`config.mk`:
```
export PLATFORM = sky130hd
export DESIGN_NAME = local_inject_arbiter
export DESIGN_NICKNAME = d
export VERILOG_FILES = /design/src/rtl/local_inject_arbiter.sv
export SDC_FILE = /design/constraint.sdc
export NUM_CORES = 1
export LEC_CHECK = 0
export ABC_AREA = 0
export CORE_ASPECT_RATIO = 1.2
export CORE_UTILIZATION = 39
export CTS_CLUSTER_DIAMETER = 150
export DETAILED_ROUTE_END_ITERATION = 10
export MAX_ROUTING_LAYER = met4
export PLACE_DENSITY = 0.81
export SLEW_MARGIN = 20
export SYNTH_ARGS = -nofsm -noshare
export SYNTH_HDL_FRONTEND = slang
export SYNTH_SLANG_ARGS = --single-unit
```
`constraint.sdc`:
```
create_clock -name clk -period 2.9 [get_ports clk]
set_input_delay 0.58 -clock clk [delete_from_list [all_inputs] [get_ports clk]]
set_output_delay 0.58 -clock clk [all_outputs]
set_load 0.05 [all_outputs]
```
`src/rtl/local_inject_arbiter.sv`:
```
// local_inject_arbiter
// Round-robin arbiter that lets N traffic injectors share one router Local
// input port. Each injector uses a four-phase Req/Gnt handshake. The arbiter
// latches the winning packet so the router sees a stable flit while the
// request is pending, then returns a one-cycle grant pulse to the winner.
//
// Ports:
//   clk        clock; all state updates on the rising edge
//   reset      asynchronous, active-low reset
//   ReqIn      per-injector request (bit i = injector i)
//   PacketIn   per-injector packet, injector i at [i*dataWidth +: dataWidth]
//   GntOut     one-cycle grant pulse to the winning injector
//   FullOut    router full, copied combinationally to every injector
//   ReqRtr     request to the router Local port
//   GntRtr     grant from the router Local port
//   RtrFull    router Local FIFO full
//   PacketRtr  latched packet presented to the router
//   Busy       high whenever the arbiter is not idle
//   GrantCount number of packets forwarded since reset (wraps)
module local_inject_arbiter #(
  parameter int unsigned N         = 4,
  parameter int unsigned dataWidth = 32,
  parameter int unsigned PTR_W     = 2
) (
  input  logic                   clk,
  input  logic                   reset,
  input  logic [N-1:0]           ReqIn,
  input  logic [N*dataWidth-1:0] PacketIn,
  output logic [N-1:0]           GntOut,
  output logic [N-1:0]           FullOut,
  output logic                   ReqRtr,
  input  logic                   GntRtr,
  input  logic                   RtrFull,
  output logic [dataWidth-1:0]   PacketRtr,
  output logic                   Busy,
  output logic [31:0]            GrantCount
);

  typedef enum logic [1:0] {
    S_IDLE     = 2'd0,
    S_WAIT_GNT = 2'd1,
    S_GRANT    = 2'd2
  } state_t;

  state_t                 r_state;
  logic [PTR_W-1:0]       r_ptr;
  logic [PTR_W-1:0]       r_win;
  logic                   r_req_rtr;
  logic [N-1:0]           r_gnt;
  logic [dataWidth-1:0]   r_pkt;
  logic                   r_busy;
  logic [31:0]            r_cnt;

  logic [PTR_W:0]         w_shift;
  logic [2*N-1:0]         w_rot;
  logic                   w_any;
  int unsigned            w_off;
  logic [PTR_W-1:0]       w_win;
  logic [dataWidth-1:0]   w_pkt;

  // Rotate requests so that bit 0 is the requester just after the last winner.
  assign w_shift = {1'b0, r_ptr} + (PTR_W+1)'(1);
  assign w_rot   = {ReqIn, ReqIn} >> w_shift;

  // First set bit in rotated order picks the winner.
  always_comb begin
    w_any = 1'b0;
    w_off = 0;
    for (int i = N - 1; i >= 0; i--) begin
      if (w_rot[i]) begin
        w_any = 1'b1;
        w_off = 32'(i);
      end
    end
    w_win = PTR_W'((32'(r_ptr) + 32'd1 + w_off) % N);
  end

  // Select the winner's packet slice.
  always_comb begin
    w_pkt = '0;
    for (int i = 0; i < N; i++) begin
      if (PTR_W'(i) == w_win) w_pkt = PacketIn[i*dataWidth +: dataWidth];
    end
  end

  // Arbitration FSM and registered outputs.
  always_ff @(posedge clk or negedge reset) begin
    if (!reset) begin
      r_state   <= S_IDLE;
      r_ptr     <= PTR_W'(N - 1);
      r_win     <= '0;
      r_req_rtr <= 1'b0;
      r_gnt     <= '0;
      r_pkt     <= '0;
      r_busy    <= 1'b0;
      r_cnt     <= '0;
    end else begin
      case (r_state)
        S_IDLE: begin
          if (w_any && !RtrFull) begin
            r_pkt     <= w_pkt;
            r_win     <= w_win;
            r_req_rtr <= 1'b1;
            r_busy    <= 1'b1;
            r_state   <= S_WAIT_GNT;
          end
        end
        // Request is held regardless of RtrFull until the router grants.
        S_WAIT_GNT: begin
          if (GntRtr) begin
            r_req_rtr <= 1'b0;
            r_gnt     <= N'(1) << r_win;
            r_ptr     <= r_win;
            r_cnt     <= r_cnt + 32'd1;
            r_state   <= S_GRANT;
          end
        end
        // One cycle of grant lets the injector drop Req before re-arbitration.
        S_GRANT: begin
          r_gnt   <= '0;
          r_busy  <= 1'b0;
          r_state <= S_IDLE;
        end
        default: begin
          r_state <= S_IDLE;
        end
      endcase
    end
  end

  assign GntOut     = r_gnt;
  assign FullOut    = {N{RtrFull}};
  assign ReqRtr     = r_req_rtr;
  assign PacketRtr  = r_pkt;
  assign Busy       = r_busy;
  assign GrantCount = r_cnt;

endmodule

```
==> metrics.txt <==
P_leak 3.04 nW; CP endpoint kind flip-flop; count of maximum capacitance violations 0; Die Footprint 0.0131 sq mm; DRT iter0 DRCs 236; worst vdd ir 0.735 mV; die height 125 um; fin nets 841; clk sink count 76; Peak Freq 361 MHz; largest net degree at the start of global routing a little under 80; Critical Path Start Type input port; hold-fix buffers at CTS 0; Max-slew headroom between 30% and 40%; RR Endpoint PacketRtr[16]; fraction of layout cells with a size suffix above 1 about a fifth; antenna violations before repair 0; #FFs+latches synth 76; clock period minus worst slack 2.77 ns; r2r setup slk 0.18 ns; Netlist cell types 50; total global routing overflow 0; Slew Viols, Final 0; final worst clock skew 0.00792 ns; detailed placer's ending HPWL about 11000 um; DR pass1 iterations 4; CTS Root Cell clkbuf_16; CORE AREA 0.0122 sq mm; post-synth top area cell dfrtp_1; asr flop ratio synth 100%; drt wl/cell between 15 and 20 um; GRT Total Usage 24.1%; Post-Synth XOR/XNOR Area 5.87%; Post-Route WL 15000 um; via count 4764; sequential fraction of the synthesis area between 30% and 40%; proportion of synthesized area in mux cells approximately 7.5%; clock-pin transition on the worst setup and hold timing paths 0.06 ns; Hold Crit Class in -> async; # diodes 0; WL met2 7670 um; Min Hold Slack ~0.40 ns; Top Layer Used met4; R2R depth 11; total power 8.28 mW; vias in the first global route 4979; M1 wire length 6020 um; Ports 210; DR WL met3 a little under 1000 um; cell mode on critical path a21oi_1; dominant register cell in the synthesized netlist dfrtp_1; DIE WIDTH 105 um; Syn Nets approximately 640; CP max stage cell clkdlybuf4s50_1; synthesis-to-finish area growth 55.2%; cell row count 44; Area contributors post-synth dfrtp_1 38%, o31ai_2 7.6%, mux2_2 5.9%; main combinational cell family by area after synthesis simple AND/OR/NAND/NOR gates; Initial Util about two fifths; synthesized cell area 0.00493 sq mm; Filler cells approximately 1000; slowest stage delay, CP about 0.49 ns; sequence of cells on the critical path clkdlybuf4s50_1 > nor3b_1 > a21oi_1 > o221ai_1 > a21oi_1 > ha_2 > xnor2_2 > a21oi_4 > buf_12 > nor4b_1 > o31ai_2; final hold violations 0; Synth top area share 37.6%; Avg Vias per Cell roughly 5.5; H-tree depth 3; Clock Latency Late Sink 0.34 ns; post-synthesis cell count 503; Post-synth top cells 74 x dfrtp_1, 60 x nand2_1, 35 x nor3_1; complex-gate fraction of the synthesized area ~18%; number of synthesized flops with an enable pin 0; final antenna-violating net count 0; Final Cycle Share 95.4%; Simple-Gate Fraction of Synth Area roughly a quarter; run status completed; RD Place Congestion 0.844; crit path DAT 2.98 ns; CTS Buf Count 9; critical path required time between 3 and 4 ns; CTS tree built; global-route wire length before repair 24300 um; Mean Syn Cell Area 9.79 sq um; CP Max Fanout 33; Slew @ Worst Pin about 1 ns; port buffer count 209; FF-to-FF Start r_ptr[0]; WS Path Type in -> reg; adder-cell share of the synthesized area 0.508%; yosys warns 0; residual DRC count 0; count leader, synth dfrtp_1; # setup viols final 0; number of setup buffers added after CTS 0; PwrDens roughly 1100 mW/mm^2; RSZ-0062 raised after global routing false; Bufs on Longest Clock Path 2
-- layout make-up --
type | instances | area [sq um] | area share, %
Multi-Input combinational cell | 375 | 2800 | 36.6
Timing Repair Buffer | 236 | 2390 | 31.3
Sequential cell | 76 | 1900 | 24.9
Clock buffer | 9 | 225 | 2.95
Tap cell | 161 | 201 | 2.63
Clock inverter | 7 | 100 | 1.31
Inverter | 5 | 18.8 | 0.245
-- worst max-delay path, delay by kind of cell --
kind / cells / cell delay [ns]
and+or+nand+nor: 2 / 0.64
xor gates and xnor gates: 1 / 0.29
AOI/OAI and AO/OA: 5 / 0.54
buffers and inverters: 2 / 0.68
adders and majority gates: 1 / 0.22
-- cell families after synthesis --
kind of cell | count (synthesis)
simple gates | 209
compound gates | 98
flops | 76
buf+inv | 52
xor+xnor | 33
mux | 33
fa+ha+maj | 2
-- routing by layer --
metal	vias to the layer above	global-route usage [%]
met5	-	-
met4	0	9.61
met3	33	5.27
met2	219	42.1
met1	2278	26.7
li1	2234	-
-- cell usage in the layout, fill, tap and decap left out, drive strengths merged, types with 4 or more instances in the layout --
master         Yosys  final
clkdlybuf4s50      0    204
nand4              7      7
o21ai             10     10
nor3              37     37
clkinv             0      4
dfrtp             74     74
nand2b             7      7
and2               5      5
mux2i              6      6
xor2               9      9
o31ai             59     59
nor4b             26     26
nand2             60     60
inv                5      6
mux2              27     27
xnor2             24     24
clkbuf            22      9
nor2               5      5
o32a               6      6
and3              10     10
nand3             13     13
or2               27     27
a21oi             10     10
nor3b              4      4
nor2b              5      5
buf               25     32
-- power by group --
group          switching (mW)  leakage, nW  internal [mW]
Sequential              0.302        0.971           1.40
Clock                   0.451        0.160          0.759
Combinational            3.12         1.91           2.24
-- stage by stage --
stage / area (sq um) / setup TNS (ns) / setup slack, ns / util, % / std cells
finish: 7650 / 0 / 0.133 / 62.6 / 869
global route: 7650 / 0 / 0.00330 / 62.6 / 869
CTS: 7600 / 0 / 0.000429 / 62.2 / 869
detailed placement: 7280 / -8.11 / -0.336 / 59.5 / 853
global placement: 7280 / -5.04 / -0.203 / 59.5 / 853
floorplan: 4930 / 0 / 0.170 / - / 503
-- timing repair --
item	CTS	global route
hold endpoints to repair	0	0
resized for setup	0	7
endpoints found under the setup margin	0	31
-- sequential cells by signal (all words and copies together) (netlist names) --
register / flops
GrantCount: 32
PacketRtr: 32
GntOut: 4
r_ptr: 2
r_state: 2
r_win: 2
Busy: 1
ReqRtr: 1
-- how the worst max path moves through the flow --
stage               startpoint             to  depth (start not counted)
floorplan             r_ptr[0]  PacketRtr[10]                         12
global placement      ReqIn[2]   PacketRtr[5]                         12
detailed placement    ReqIn[2]  PacketRtr[14]                         11
CTS                   ReqIn[2]  PacketRtr[14]                         11
global route          ReqIn[2]  PacketRtr[25]                         11
finish                ReqIn[2]  PacketRtr[16]                         11
Power figures use the tool's default switching activity.
